<file path="config.mk">
export PLATFORM = sky130hd
export DESIGN_NAME = uart_tx
export DESIGN_NICKNAME = d
export VERILOG_FILES = /design/src/rtl/uart_defs.sv /design/src/rtl/uart_baud_gen.sv /design/src/rtl/uart_tx.sv
export SDC_FILE = /design/constraint.sdc
export NUM_CORES = 1
export LEC_CHECK = 0
export BUFFER_PORTS_ARGS = -buffer_cell sky130_fd_sc_hd__buf_2
export CORE_MARGIN = 2
export CORE_UTILIZATION = 45
export DETAILED_ROUTE_END_ITERATION = 16
export GPL_TIMING_DRIVEN = 1
export PLACE_DENSITY = 0.73
export SETUP_SLACK_MARGIN = 0.5
export SLEW_MARGIN = 20
export SYNTH_ARGS = -nofsm -noshare
export SYNTH_HDL_FRONTEND = slang
export SYNTH_HIERARCHICAL = 1
export SYNTH_SLANG_ARGS = --single-unit
</file>
<file path="constraint.sdc">
create_clock -name clk -period 2 [get_ports clk]
set_input_delay 0.2 -clock clk [delete_from_list [all_inputs] [get_ports clk]]
set_output_delay 0.2 -clock clk [all_outputs]
set_load 0.005 [all_outputs]
</file>
<file path="src/rtl/uart_defs.sv">
// rtl/uart_defs.sv - shared UART definitions: state encoding, data width, bit timing
package uart_defs;

    localparam int DATA_BITS = 8;

    typedef enum logic [2:0] {
        ST_IDLE   = 3'd0,
        ST_START  = 3'd1,
        ST_DATA   = 3'd2,
        ST_PARITY = 3'd3,
        ST_STOP   = 3'd4
    } uart_state_e;

    // Truncating divide; the receiver uses the same function so both ends agree on bit timing.
    function automatic int clks_per_bit(input int clk_freq, input int baud);
        return clk_freq / baud;
    endfunction

endpackage

</file>
<file path="src/rtl/uart_baud_gen.sv">
// rtl/uart_baud_gen.sv - bit-period counter with clear and end-of-bit pulse
module uart_baud_gen #(
    parameter int CLKS_PER_BIT = 16
) (
    input  logic clk,
    input  logic rst_n,
    input  logic i_clear,
    output logic o_bit_done
);

    localparam int CW = (CLKS_PER_BIT > 2) ? $clog2(CLKS_PER_BIT) : 1;
    localparam logic [CW-1:0] LAST = CW'(CLKS_PER_BIT - 1);

    logic [CW-1:0] r_count;

    // Count 0..CLKS_PER_BIT-1, wrapping at each bit boundary; clear holds it at zero.
    always_ff @(posedge clk or negedge rst_n) begin
        if (!rst_n) begin
            r_count <= '0;
        end else if (i_clear || (r_count == LAST)) begin
            r_count <= '0;
        end else begin
            r_count <= r_count + 1'b1;
        end
    end

    assign o_bit_done = !i_clear && (r_count == LAST);

endmodule

</file>
<file path="src/rtl/uart_tx.sv">
// rtl/uart_tx.sv - UART transmitter with valid/ready byte input, optional even parity and stop-bit count
module uart_tx
    import uart_defs::*;
#(
    parameter int CLK_FREQ  = 100000000,
    parameter int BAUD      = 115200,
    parameter int PARITY_EN = 0,
    parameter int STOP_BITS = 1
) (
    input  logic       clk,
    input  logic       rst_n,
    input  logic [7:0] tx_data,
    input  logic       tx_valid,
    output logic       tx_ready,
    output logic       tx,
    output logic       busy
);

    localparam int CLKS_PER_BIT = clks_per_bit(CLK_FREQ, BAUD);

    generate
        if (CLKS_PER_BIT < 2) begin : g_bad_baud
            $error("uart_tx: CLK_FREQ/BAUD must be at least 2");
        end
        if ((STOP_BITS != 1) && (STOP_BITS != 2)) begin : g_bad_stop
            $error("uart_tx: STOP_BITS must be 1 or 2");
        end
    endgenerate

    uart_state_e r_state, w_state_nxt;
    logic [7:0]  r_shift, w_shift_nxt;
    logic [2:0]  r_bit_cnt, w_bit_cnt_nxt;
    logic        r_stop_cnt, w_stop_cnt_nxt;
    logic        r_parity, w_parity_nxt;
    logic        r_tx, w_tx_nxt;
    logic        r_busy, w_busy_nxt;
    logic        r_ready, w_ready_nxt;
    logic        w_bit_done;
    logic        w_accept;
    logic        w_baud_clear;
    logic        w_last_stop;

    assign w_accept     = tx_valid && r_ready;
    assign w_baud_clear = (r_state == ST_IDLE);
    assign w_last_stop  = (STOP_BITS == 1) || r_stop_cnt;

    uart_baud_gen #(
        .CLKS_PER_BIT(CLKS_PER_BIT)
    ) u_baud (
        .clk        (clk),
        .rst_n      (rst_n),
        .i_clear    (w_baud_clear),
        .o_bit_done (w_bit_done)
    );

    // Next-state and next-output decode; the line level is computed here and registered so tx never glitches.
    always_comb begin
        w_state_nxt    = r_state;
        w_shift_nxt    = r_shift;
        w_bit_cnt_nxt  = r_bit_cnt;
        w_stop_cnt_nxt = r_stop_cnt;
        w_parity_nxt   = r_parity;
        w_tx_nxt       = r_tx;
        w_busy_nxt     = r_busy;
        w_ready_nxt    = r_ready;
        case (r_state)
            ST_IDLE: begin
                if (w_accept) begin
                    w_state_nxt    = ST_START;
                    w_shift_nxt    = tx_data;
                    w_parity_nxt   = ^tx_data;
                    w_bit_cnt_nxt  = '0;
                    w_stop_cnt_nxt = 1'b0;
                    w_tx_nxt       = 1'b0;
                    w_busy_nxt     = 1'b1;
                    w_ready_nxt    = 1'b0;
                end
            end
            ST_START: begin
                if (w_bit_done) begin
                    w_state_nxt   = ST_DATA;
                    w_bit_cnt_nxt = '0;
                    w_tx_nxt      = r_shift[0];
                end
            end
            ST_DATA: begin
                if (w_bit_done) begin
                    if (r_bit_cnt == 3'(DATA_BITS - 1)) begin
                        if (PARITY_EN != 0) begin
                            w_state_nxt = ST_PARITY;
                            w_tx_nxt    = r_parity;
                        end else begin
                            w_state_nxt = ST_STOP;
                            w_tx_nxt    = 1'b1;
                        end
                    end else begin
                        w_bit_cnt_nxt = r_bit_cnt + 3'd1;
                        w_shift_nxt   = r_shift >> 1;
                        w_tx_nxt      = r_shift[1];
                    end
                end
            end
            ST_PARITY: begin
                if (w_bit_done) begin
                    w_state_nxt = ST_STOP;
                    w_tx_nxt    = 1'b1;
                end
            end
            ST_STOP: begin
                if (w_bit_done) begin
                    if (w_last_stop) begin
                        w_state_nxt = ST_IDLE;
                        w_busy_nxt  = 1'b0;
                        w_ready_nxt = 1'b1;
                    end else begin
                        w_stop_cnt_nxt = 1'b1;
                    end
                end
            end
            default: begin
                w_state_nxt = ST_IDLE;
                w_tx_nxt    = 1'b1;
                w_busy_nxt  = 1'b0;
                w_ready_nxt = 1'b1;
            end
        endcase
    end

    // State and output registers; reset drives the line high immediately and abandons any frame.
    always_ff @(posedge clk or negedge rst_n) begin
        if (!rst_n) begin
            r_state    <= ST_IDLE;
            r_shift    <= '0;
            r_bit_cnt  <= '0;
            r_stop_cnt <= 1'b0;
            r_parity   <= 1'b0;
            r_tx       <= 1'b1;
            r_busy     <= 1'b0;
            r_ready    <= 1'b1;
        end else begin
            r_state    <= w_state_nxt;
            r_shift    <= w_shift_nxt;
            r_bit_cnt  <= w_bit_cnt_nxt;
            r_stop_cnt <= w_stop_cnt_nxt;
            r_parity   <= w_parity_nxt;
            r_tx       <= w_tx_nxt;
            r_busy     <= w_busy_nxt;
            r_ready    <= w_ready_nxt;
        end
    end

    assign tx       = r_tx;
    assign busy     = r_busy;
    assign tx_ready = r_ready;

endmodule
</file>
=== After elaboration in Yosys (flattened, before gate mapping) ===
Index checks and enable logic that the tools add are counted.

* Add/sub/neg operators: 2
* Equal/unequal tests: 13
* Mux-type cells: 26
* Bitwise logic cells: 2
* Reductions and logical operators: 13

{| class="wikitable"
|+ Operator list
! kind !! count
|-
| $mux 3 || 9
|-
| $mux 8 || 3
|-
| $pmux 8 s2 || 1
|-
| $pmux 3 s5 || 1
|-
| $add 10x1->10 const B || 1
|-
| $eq 10x10->1 const B || 1
|-
| $mux 10 || 1
|-
| $reduce_and 5->1 || 2
|-
| $pmux 3 s3 || 1
|-
| $ne 2x1->1 const B || 4
|-
| $mux 1 || 7
|-
| $eq 3x2->1 const B || 2
|-
| $eq 3x3->1 const B || 2
|-
| $ne 2x2->1 const B || 3
|-
| $pmux 1 s3 || 2
|-
| $reduce_and 6->1 || 1
|-
| $pmux 1 s5 || 1
|-
| $reduce_and 4->1 || 1
|-
| $add 3x1->3 const B || 1
|-
| $eq 3x1->1 const B || 1
|-
| $logic_not 3->1 || 1
|-
| $reduce_and 3->1 || 1
|-
| $reduce_bool 3->1 || 1
|-
| $reduce_or 3->1 || 1
|-
| 5 further kinds || 7
|}

* Bits in registers: 27
* Bits of input ports: 11
* Output and inout port bits: 3
* Logic and storage cells: 63

=== Longest topological paths before layout ===
* Depth in word-level cells: 5
* Depth in mapped cells: 9

=== By module ===
Netlist, hierarchy kept.

{| class="wikitable"
|+ Modules (own cells, without submodules)
! module !! times used !! cells an instance !! area an instance (µm²) !! sequential area each (µm²)
|-
| uart_tx || 1 || 100 || 902.1 || 427.9
|-
| uart_baud_gen || 1 || 53 || 534.3 || 250.2
|}

=== Least setup slack after synthesis ===
No wires, ideal clock.

* Path type: register -> register
* From: register u_baud.r_count[3]
* To: register r_shift[6]
* Setup time: 0.082 ns
* Data arrival time: 1.913 ns
* Data required time: 1.918 ns
* Path slack: 0.005 ns
* Stages on the path, launching flop included: 9
* Period minus slack after synthesis: 1.995 ns
* Cells stage by stage: dfrtp_1 -> nor4_2 -> nand4_1 -> nor2_1 -> inv_1 -> o32ai_4 -> buf_6 -> nor2_1 -> a31oi_1

* Longest elaborated chain between the ends: 4

{| class="wikitable"
|+ RTL lines
! item !! RTL line !! source
|-
| start, declared || uart_baud_gen.sv:14 || <nowiki>logic [CW-1:0] r_count;</nowiki>
|-
| start signal, assigned || uart_baud_gen.sv:23 || <nowiki>r_count <= r_count + 1'b1;</nowiki>
|-
| $eq 10x10->1 || uart_baud_gen.sv:27 || <nowiki>assign o_bit_done = !i_clear && (r_count == LAST);</nowiki>
|-
| $logic_and 1x1->1 || uart_baud_gen.sv:27 ||
|-
| net w_bit_done || uart_tx.sv:38 || <nowiki>logic w_bit_done;</nowiki>
|-
| $ne 2x1->1 (no source line) || n/a ||
|-
| $reduce_and 4->1 (no source line) || n/a ||
|-
| end signal, assigned || uart_tx.sv:142 || <nowiki>r_shift <= w_shift_nxt;</nowiki>
|-
| end, declared || uart_tx.sv:31 || <nowiki>logic [7:0] r_shift, w_shift_nxt;</nowiki>
|}

The timed path passes the listed nets, and every way through them passes these cells.
A chain may end at the register's enable or synchronous reset.

=== Worst setup path in the final report ===
* From: register u_baud.r_count[2]
* To: register r_shift[6]

The elaborated chain is that of the path after synthesis.

==> results.md <==
- Run status: complete, no violations
- Worst slack, placed: 0.00294 ns
- FP Rows: 20
- Clock sinks: 27
- Area Growth Syn to Fin: 23.4%
- Routed Antenna Nets: 0
- Die height: 60.5 um
- Leak: around 0.73 nW
- Crit path max fanout: 8
- Least-Margin Pin Slew: 0.608 ns
- Initial core utilization: 0.470
- CP Class: flop to flop
- Clk buf depth: 2
- Period utilization: 0.934
- Final cell count without fillers: between 200 and 250
- Antenna Cells: 0
- Mapped cell area: approximately 0.0014 sq mm
- Minimum clock period: 1.87 ns
- Syn Nets: 168
- Final hold viol count: 0
- NetSw: 0.179 mW
- Initial antenna violation count: 0
- Total grt overflow: 0
- Area after DPL: 0.00159 sq mm
- Synth top area cells: dfrtp_1 44%, nand2_1 6.5%, nor2_1 5.0%, dfstp_2 3.7%, ha_1 3.5%
- First-pass GRT wire length: 5620 um
- Worst Setup End Kind: flop
- Max-cap violations: 0
- Sw Share: 0.221
- Leading area contributor after synthesis: dfrtp_1
- Final setup viols: 0
- Largest net degree at the start of global routing: 28
- Vias in the first global route: 1294
- I/O Buffers: 13
- Drt pass-1 iters: 4
- Syn avg cell area: 9.39 sq um
- TritonCTS clock tree: built
- Fin nets: 197
- Distinct cells, synth: 39
- Synth warn: 6
- Total negative slack: 0 ns
- Synth top cells by count: 25 x dfrtp_1, 25 x nand2_1, 19 x nor2_1, 9 x a21oi_1, 9 x o21ai_0
- Placer Congestion: 0.772
- Cts bufs inserted: 3
- P_int: 0.631 mW
- I/O pin count: 14
- Design area: between 0.0015 and 0.002 sq mm
- Share of layout cells above drive strength 1: 0.331
- Detailed placement HPWL: 2050 um
- H-tree Lvls: 1
- Combinational power share: 0.031
- Slew Limit Fails: 0
- Arrival time at the worst endpoint: between 2 and 2.5 ns
- Rel. slew slack: 0.595
- Filler cells: 285
- Die footprint: approximately 0.0037 sq mm
- Worst skew pair latency: approximately 0.32 ns
- Hold Crit Class: input pin to flop
- DR vias: 1225
- Crit start category: flop
- DR WL/cell: 14.0 um
- Cells after Synth: 153
- Number of synthesized register bits: 27
- Setup WS post-layout: approximately 0.13 ns
- Worst vdd rail ir drop: 0.288 mV
- # DRC: 0
- RSZ-0062 raised after global routing: true
- Post-synthesis sequential area ratio: 0.472
- Initial DRC count: 27
- Vias per inst: 5.44
- Share of the synthesized area in the top cell type: 0.436
- Global Route Usage Sum: 0.202
- Core ar.: 0.00305 sq mm
- EDFF count, synth: 0
- Final hold slack: 0.0924 ns
- Asr flop ratio synth: 1.00
- WP data required: between 2 and 2.5 ns
- Total wire length: approximately 3200 um
- Pwr/cell area: 457 mW/mm^2
- Clock skew: 0.00136 ns
- Clock root cell: clkbuf_4
- Sequential share of power: 0.675
- Dpl cells: 211
- Clk network pwr share: 0.294
- Main flop type after synthesis: dfrtp_1
- Fmax: 535 MHz
- Die width: 60.5 um
- Reg clk slew, reported paths: around 0.15 ns
worst max-delay path: stages (launching register included):
cell and delay [ns]:
dfrtp_2 0.45, nor4_4 0.28, nand4_1 0.19, nor2_4 0.18
inv_2 0.08, o32ai_4 0.24, buf_6 0.19, nor2_2 0.04
a31oi_1 0.15
flip-flops by register name, summed over array words and instances, names as in the netlist:
signal / flops
busy: 1
r_bit_cnt: 3
r_shift: 8
r_state: 3
tx: 1
tx_ready: 1
u_baud/r_count: 10
final cells by class:
| type | instances | area (sq um) | share of cell area |
|---|---|---|---|
| Multi-Input combinational cell | 114 | 783 | 0.442 |
| Sequential cell | 27 | 682 | 0.385 |
| Timing Repair Buffer | 30 | 203 | 0.114 |
| Tap cell | 44 | 55.1 | 0.0311 |
| Clock buffer | 3 | 22.5 | 0.0127 |
| Inverter | 6 | 22.5 | 0.0127 |
| Clock inverter | 1 | 5.00 | 0.00282 |
cell usage in the layout, fill, tap and decap left out, drive strengths merged, types with 2 or more instances in the layout:
cell	netlist	layout
nand2	25	25
dfstp	2	2
o31ai	2	2
buf	3	29
and2	3	3
nor3	2	2
clkbuf	3	3
a21oi	10	10
ha	4	4
nand3	5	5
xor2	2	2
nand4	3	3
nor2	19	19
o21ai	9	9
o32ai	2	2
a211oi	2	2
or3	3	3
a31oi	7	7
mux2i	2	2
dfrtp	25	25
inv	6	6
cell families (layout without fill, tap and decap cells):
group / after synthesis / after routing / synth area share
DFF: 27 / 27 / 0.472
muxes: 3 / 3 / 0.0218
adders and majority gates: 4 / 4 / 0.0348
and+or+nand+nor: 70 / 70 / 0.251
AOI/OAI and AO/OA: 34 / 34 / 0.159
buffers and inverters: 12 / 40 / 0.0427
xor gates and xnor gates: 3 / 3 / 0.0183
routing by layer:
layer / GRT usage / up-vias / wire length [um]
met3: 0.0341 / 6 / 73
met2: 0.354 / 18 / 1630
met4: 0.0776 / 0 / 48
met5: 0 / - / 0
li1: - / 599 / -
met1: 0.248 / 602 / 1410
final timing paths:
| path | start | end | slack [ns] | depth (start not counted) |
|---|---|---|---|---|
| max in group asynchronous | rst_n | u_baud/r_count[2] | 1.17 | 2 |
| min in group asynchronous | rst_n | u_baud/r_count[8] | 0.40 | 2 |
| min | tx_data[7] | r_shift[7] | 0.09 | 3 |
| max reg2reg | u_baud/r_count[2] | r_shift[6] | 0.13 | 8 |
| min reg2reg | tx_ready | tx_ready | 0.51 | 2 |
| max | u_baud/r_count[2] | r_shift[6] | 0.13 | 8 |
power by group through the flow:
stage | logic [mW] | clock network, mW | registers [mW]
2_1_floorplan | 0.00297 | 0 | 0.556
3_3_place_gp | 0.0230 | 0 | 0.556
3_5_place_dp | 0.0240 | 0 | 0.556
4_1_cts | 0.0257 | 0.242 | 0.546
5_1_grt | 0.0287 | 0.272 | 0.547
6_report | 0.0248 | 0.238 | 0.546
per-stage QoR:
step | utilization | total power [mW]
after floorplan | - | 0.559
after global placement | 0.522 | 0.579
after detailed placement | 0.522 | 0.580
after CTS | 0.573 | 0.814
after global routing | 0.581 | 0.847
final | 0.581 | 0.810
repair_timing:
item,4_1_cts,5_1_grt
setup endpoints to repair,18,26
resized for setup,17,8
setup buffers,8,0
pin swaps,9,2
cloned,1,0
endpoints found under the hold margin,25,0
hold buffers,1,0
Note: power is estimated with default switching activity, not from simulation.
